===== src/rtl/bcd_ctrl_pkg.sv =====
// Shared constants, state encoding and helpers for the BCD step controller.
package bcd_ctrl_pkg;

  localparam int unsigned BCD_W = 4;
  localparam int unsigned SEL_W = 2;
  localparam int unsigned ST_W  = 3;

  localparam logic [BCD_W-1:0] BCD_MAX = 4'd9;

  localparam logic [SEL_W-1:0] SEL_UNITS = 2'b01;
  localparam logic [SEL_W-1:0] SEL_TENS  = 2'b10;

  typedef logic [ST_W-1:0] state_t;

  localparam state_t ST_IDLE   = 3'd0;
  localparam state_t ST_STEP   = 3'd1;
  localparam state_t ST_SETTLE = 3'd2;
  localparam state_t ST_CHECK  = 3'd3;
  localparam state_t ST_CLEAR  = 3'd4;

  // Bits needed for a counter spanning 0..n-1 (never less than 1).
  function automatic int unsigned cnt_width(input int unsigned n);
    int unsigned w;
    w = 1;
    while ((64'd1 << w) < 64'(n)) w = w + 1;
    return w;
  endfunction

endpackage


===== src/rtl/bcd_step_ctrl_tick_div.sv =====
// Divider producing a registered one-cycle tick every DIV enabled cycles.
module tick_div #(
  parameter int unsigned DIV = 2
) (
  input  logic clk,
  input  logic rst,
  input  logic en_i,
  output logic tick_o
);
  import bcd_ctrl_pkg::*;

  localparam int unsigned CW = cnt_width(DIV);
  localparam logic [CW-1:0] LAST = CW'(DIV - 1);

  logic [CW-1:0] cnt_q, cnt_d;
  logic          tick_q, tick_d;

  // Counter is held at zero while disabled so re-enabling starts a full period.
  always_comb begin
    cnt_d = '0;
    if (en_i) cnt_d = (cnt_q == LAST) ? '0 : cnt_q + CW'(1);
    tick_d = en_i && (cnt_d == LAST);
  end

  always_ff @(posedge clk) begin
    if (rst) begin
      cnt_q  <= '0;
      tick_q <= 1'b0;
    end else begin
      cnt_q  <= cnt_d;
      tick_q <= tick_d;
    end
  end

  assign tick_o = tick_q;

endmodule


===== src/rtl/bcd_step_ctrl.sv =====
// Sequencer for the BCD ripple counter: step/settle/check, tens digit,
// fault flag and two-digit display scan.
module bcd_step_ctrl #(
  parameter int unsigned RUN_DIV       = 50000000,
  parameter int unsigned SETTLE_CYCLES = 4,
  parameter int unsigned SCAN_DIV      = 50000
) (
  input  logic       clk,
  input  logic       rst,
  input  logic       btn_pulse_i,
  input  logic       mode_run_i,
  input  logic       clr_req_i,
  input  logic [3:0] units_i,
  output logic       step_o,
  output logic       cnt_clr_o,
  output logic [3:0] tens_o,
  output logic       carry_o,
  output logic       fault_o,
  output logic       busy_o,
  output logic [1:0] seg_sel_o,
  output logic [3:0] seg_digit_o
);
  import bcd_ctrl_pkg::*;

  localparam int unsigned SW = cnt_width(SETTLE_CYCLES);
  localparam logic [SW-1:0] SLAST = SW'(SETTLE_CYCLES - 1);

  state_t            state_q, state_d;
  logic [SW-1:0]     settle_q, settle_d;
  logic              from_clr_q, from_clr_d;
  logic [BCD_W-1:0]  prev_q, prev_d;
  logic [BCD_W-1:0]  tens_q, tens_d;
  logic              fault_q, fault_d;
  logic              carry_q, carry_d;
  logic              step_q, step_d;
  logic              cnt_clr_q, cnt_clr_d;
  logic              busy_q, busy_d;
  logic [SEL_W-1:0]  seg_sel_q, seg_sel_d;
  logic [BCD_W-1:0]  seg_digit_q, seg_digit_d;

  logic run_tick, scan_tick, req_c;

  tick_div #(.DIV(RUN_DIV)) u_run_div (
    .clk    (clk),
    .rst    (rst),
    .en_i   (mode_run_i),
    .tick_o (run_tick)
  );

  tick_div #(.DIV(SCAN_DIV)) u_scan_div (
    .clk    (clk),
    .rst    (rst),
    .en_i   (1'b1),
    .tick_o (scan_tick)
  );

  assign req_c = mode_run_i ? run_tick : btn_pulse_i;

  always_comb begin
    state_d    = state_q;
    settle_d   = settle_q;
    from_clr_d = from_clr_q;
    prev_d     = prev_q;
    tens_d     = tens_q;
    fault_d    = fault_q;
    carry_d    = 1'b0;

    case (state_q)
      ST_IDLE: begin
        if (clr_req_i) begin
          state_d = ST_CLEAR;
        end else if (req_c) begin
          state_d = ST_STEP;
          prev_d  = units_i;
        end
      end
      ST_STEP: begin
        state_d    = ST_SETTLE;
        settle_d   = '0;
        from_clr_d = 1'b0;
      end
      ST_SETTLE: begin
        if (settle_q == SLAST) state_d = from_clr_q ? ST_IDLE : ST_CHECK;
        else                   settle_d = settle_q + SW'(1);
      end
      ST_CHECK: begin
        state_d = ST_IDLE;
        if (units_i > BCD_MAX) begin
          fault_d = 1'b1;
        end else if (prev_q == BCD_MAX && units_i == '0) begin
          carry_d = 1'b1;
          tens_d  = (tens_q == BCD_MAX) ? '0 : tens_q + BCD_W'(1);
        end
      end
      ST_CLEAR: begin
        state_d    = ST_SETTLE;
        settle_d   = '0;
        from_clr_d = 1'b1;
        tens_d     = '0;
        fault_d    = 1'b0;
        prev_d     = '0;
      end
      default: state_d = ST_IDLE;
    endcase

    // A clear request aborts whatever is in flight, including a pending CHECK result.
    if (clr_req_i) begin
      state_d = ST_CLEAR;
      if (state_q == ST_CHECK) begin
        carry_d = 1'b0;
        tens_d  = tens_q;
        fault_d = fault_q;
      end
    end

    step_d    = (state_d == ST_STEP);
    cnt_clr_d = (state_d == ST_CLEAR);
    busy_d    = (state_d != ST_IDLE);

    seg_sel_d = seg_sel_q;
    if (scan_tick) seg_sel_d = (seg_sel_q == SEL_UNITS) ? SEL_TENS : SEL_UNITS;
    seg_digit_d = (seg_sel_d == SEL_UNITS) ? units_i : tens_q;
  end

  always_ff @(posedge clk) begin
    if (rst) begin
      state_q     <= ST_IDLE;
      settle_q    <= '0;
      from_clr_q  <= 1'b0;
      prev_q      <= '0;
      tens_q      <= '0;
      fault_q     <= 1'b0;
      carry_q     <= 1'b0;
      step_q      <= 1'b0;
      cnt_clr_q   <= 1'b0;
      busy_q      <= 1'b0;
      seg_sel_q   <= SEL_UNITS;
      seg_digit_q <= '0;
    end else begin
      state_q     <= state_d;
      settle_q    <= settle_d;
      from_clr_q  <= from_clr_d;
      prev_q      <= prev_d;
      tens_q      <= tens_d;
      fault_q     <= fault_d;
      carry_q     <= carry_d;
      step_q      <= step_d;
      cnt_clr_q   <= cnt_clr_d;
      busy_q      <= busy_d;
      seg_sel_q   <= seg_sel_d;
      seg_digit_q <= seg_digit_d;
    end
  end

  assign step_o      = step_q;
  assign cnt_clr_o   = cnt_clr_q;
  assign tens_o      = tens_q;
  assign carry_o     = carry_q;
  assign fault_o     = fault_q;
  assign busy_o      = busy_q;
  assign seg_sel_o   = seg_sel_q;
  assign seg_digit_o = seg_digit_q;

endmodule


===== config.mk =====
export PLATFORM = sky130hd
export DESIGN_NAME = bcd_step_ctrl
export DESIGN_NICKNAME = d
export VERILOG_FILES = /design/src/rtl/bcd_ctrl_pkg.sv /design/src/rtl/bcd_step_ctrl_tick_div.sv /design/src/rtl/bcd_step_ctrl.sv
export SDC_FILE = /design/constraint.sdc
export NUM_CORES = 1
export LEC_CHECK = 0
export ABC_AREA = 1
export BUFFER_PORTS_ARGS = -buffer_cell sky130_fd_sc_hd__buf_2
export CAP_MARGIN = 15
export CORE_MARGIN = 2
export CORE_UTILIZATION = 56
export DETAILED_ROUTE_END_ITERATION = 8
export GPL_TIMING_DRIVEN = 0
export PLACE_DENSITY = 0.75
export SLEW_MARGIN = 20
export SYNTH_ARGS = -nofsm -noshare
export SYNTH_HDL_FRONTEND = slang
export SYNTH_SLANG_ARGS = --single-unit

===== constraint.sdc =====
create_clock -name clk -period 2.7 [get_ports clk]
set_input_delay 0.27 -clock clk [delete_from_list [all_inputs] [get_ports clk]]
set_output_delay 0.27 -clock clk [all_outputs]
set_load 0.05 [all_outputs]

==> flow_summary.toml <==
[synthesis]
syn_inst = 517
netlist.area_leader.share = 0.390
synth_cell_types = 40
ys_ff_latch = 69
ys_top_cells_by_area = "dfxtp_1 (39%), nand2_1 (11%), nor2_1 (11%)"
yosys_warnings = 0
syn_area_sq_um = 3540
yosysTopAreaCell = "dfxtp_1"
ys_seq_area_frac = 0.390
synth_area_per_cell_sq_um = 6.85
syn_nets = 531

[route]
drc_errors = 0
wl_per_cell_microns = 12.1
vias_per_cell = 5.18
ant_nets = 0
drt_iter0_drc = 156
vias = 3264
routed_wl_microns = 7630
first_pass_iters = 5

[floorplanning]
rows = 28
dieHeight_microns = 83.5
core-area_sq_um = 6030
pin_count = 24
die_w_microns = 83.5
die_area_sq_um = 6970
initial_core_util = 0.588

[global_route]
grt.total_usage = 0.228
grt_overflow = 0
grt_antenna_before_repair = 0
grt_pass1_wl_microns = 13100
first_global_vias = 2968
grt_max_degree = 13

[clocking]
path_clk_slew_ns = 0.07
cts_buffers = 9
insertion_delay_ns = 0.35
postCtsSetupBuffers = 0
clockBufferDepth = 2
hold_buffers = 0
cts.root.buffer_cell = "clkbuf_8"
cts_resized = 0
cts_sinks = 69
cts_tree = "built"
htree_levels = 3

[place]
placed_cells = 614
dpl-instance-area_sq_um = 3740
port_buffers = 22
dp.final_hpwl_microns = 5730
dpl_worst_slack_ns = 0.846
gp_congestion = 0.865

[sta]
fin_ws_ns = 0.838
hold_violations = 0
finalSetupTns_ns = 0
slew_viol_final = 0
setup_viol = 0
max_freq_ghz = 0.537
slew_headroom = 0.598
worst_slew_pin_slew_ns = 0.603
clock_skew_ns = 0.00846
min_period_ns = 1.86
grt_setup_unrepaired = "no"
post-route-period-util = 0.690
whs_ns = 0.124

[worst_setup_path]
crit_required_ns = 2.98
cp.arrival_ns = 2.14
start_kind = "flip-flop"
critical_path.max_fanout = 4
crit_type = "flip-flop to flip-flop"
endpoint_kind = "flip-flop"

[cells_and_area]
register_area_sq_um = 1380
antennaDiodeCount = 0
area_delta_synth_final_pct = 12.8
drive_above_1_share = 0.130
fin_area_sq_um = 3990
final.fill_count = 530
final_cell_count_no_fill = 630
nets = 564
multi_input_comb_area_sq_um = 1870

[status]
status = "finished, final reports clean"

[power]
clkPwrFrac = 0.473
p_int_uw = 1710
power.density_nw_per_um2 = 551
p_sw_uw = 495
vdd_drop_max_mv = 0.399
switching_share = 0.225
seqPwrFrac = 0.477
leakagePower_uw = 0.00166
combPwrFrac = 0.051

[hold_path]
min_path_type = "primary input to flip-flop"

[flow_run]
cap_violations = 0
cell usage after synthesis:
| cell | count |
|---|---|
| a21oi_1 | 15 |
| a31o_2 | 1 |
| a31oi_1 | 1 |
| and2_1 | 1 |
| and3_1 | 1 |
| buf_2 | 1 |
| buf_4 | 2 |
| clkbuf_1 | 4 |
| clkinv_1 | 2 |
| clkinv_2 | 1 |
| dfxtp_1 | 69 |
| ha_1 | 5 |
| inv_1 | 62 |
| inv_2 | 2 |
| mux2i_1 | 1 |
| nand2_1 | 108 |
| nand2_2 | 7 |
| nand2_4 | 1 |
| nand3_1 | 42 |
| nand3_2 | 4 |
| nand3b_1 | 4 |
| nand4_1 | 9 |
| nor2_1 | 101 |
| nor2_2 | 7 |
| nor2_4 | 3 |
| nor2_8 | 1 |
| nor3_1 | 17 |
| nor3_4 | 1 |
| nor4_1 | 3 |
| o211a_1 | 1 |
| o21a_1 | 2 |
| o21ai_0 | 14 |
| o21ai_2 | 1 |
| o21bai_1 | 2 |
| o22ai_1 | 1 |
| or2_1 | 1 |
| or2_2 | 1 |
| xnor2_1 | 7 |
| xor2_1 | 10 |
| xor2_2 | 1 |
through the flow:
stage,total power [uW],utilization
2_1_floorplan,1150,-
3_3_place_gp,1180,0.621
3_5_place_dp,1180,0.621
4_1_cts,2220,0.663
5_1_grt,2270,0.663
6_report,2200,0.663
layout by cell type (no fill, tap or decap), types with 2 or more instances in the layout:
cell	n
clkinv_1	2
a21oi_1	15
inv_2	2
buf_2	23
o21ai_0	14
nand3_1	42
buf_4	2
nor2_4	3
clkinv_2	2
bufinv_16	3
inv_1	62
o21a_1	2
nand2_2	7
clkinvlp_4	2
dfxtp_1	69
nor4_1	3
ha_1	5
nor2_2	7
nor2_1	101
o21bai_1	2
clkbuf_8	10
nand3_2	4
nor3_1	17
clkbuf_1	4
xnor2_1	7
nand2_1	108
xor2_1	10
nand4_1	9
nand3b_1	4
layer usage:
layer  wire, microns  track usage  vias to the layer above
li1                -            -                     1704
met1            3740        0.312                     1479
met2            3450        0.360                       71
met3             319       0.0366                       10
met4             125       0.0968                        0
met5               0            0                        -
worst paths after layout:
kind                                    startpoint               end  slack (ns)  cells past startpoint
worst max-delay path            u_run_div.cnt_q[0]  u_run_div.tick_o        0.84                     11
worst min-delay path                     clr_req_i            step_o        0.12                      2
worst max register to register  u_run_div.cnt_q[0]  u_run_div.tick_o        0.84                     11
worst min register to register           prev_q[1]         prev_q[1]        0.46                      2
power groups by stage:
stage / Combinational, uW / Sequential (uW) / Clock, uW
final: 111 / 1050 / 1040
after global routing: 125 / 1050 / 1090
after global placement: 110 / 1070 / 0
after CTS: 112 / 1050 / 1050
after detailed placement: 111 / 1070 / 0
after floorplan: 60.5 / 1090 / 0
state kept, by name, indices dropped and copies added (netlist names):
register	cells
seg_sel_o	2
settle_q	2
cnt_clr_o	1
tens_o	4
state_q	3
carry_o	1
prev_q	4
u_scan_div.tick_o	1
u_run_div.cnt_q	26
u_scan_div.cnt_q	16
step_o	1
seg_digit_o	4
from_clr_q	1
fault_o	1
busy_o	1
u_run_div.tick_o	1
kinds of logic (layout without fill, tap and decap cells):
group | count (synthesis) | after routing | synth area share
buf+inv | 74 | 112 | 0.0813
compound gates | 38 | 38 | 0.0608
simple gates | 312 | 312 | 0.401
xor+xnor | 18 | 18 | 0.0466
flops | 69 | 69 | 0.390
mux | 1 | 1 | 0.00283
fa+ha+maj | 5 | 5 | 0.0177
layout make-up:
| cell class | instances | share of cell area |
|---|---|---|
| Buffer | 7 | 0.00877 |
| Clock buffer | 10 | 0.0345 |
| Clock inverter | 6 | 0.0276 |
| Inverter | 67 | 0.0633 |
| Multi-Input combinational cell | 374 | 0.469 |
| Sequential cell | 69 | 0.346 |
| Tap cell | 75 | 0.0235 |
| Timing Repair Buffer | 22 | 0.0276 |
critical path, stage by stage, from the launching register on:
cell and delay, ns:
dfxtp_1 0.39, ha_1 0.21, nand2_2 0.10, nor2_4 0.20, nand2_4 0.12, nor2_8 0.16
nand2_1 0.08, xor2_1 0.17, nand2_1 0.07, nor2_1 0.14, nand3_1 0.10, nor2_1 0.09
Power figures use the tool's default switching activity.
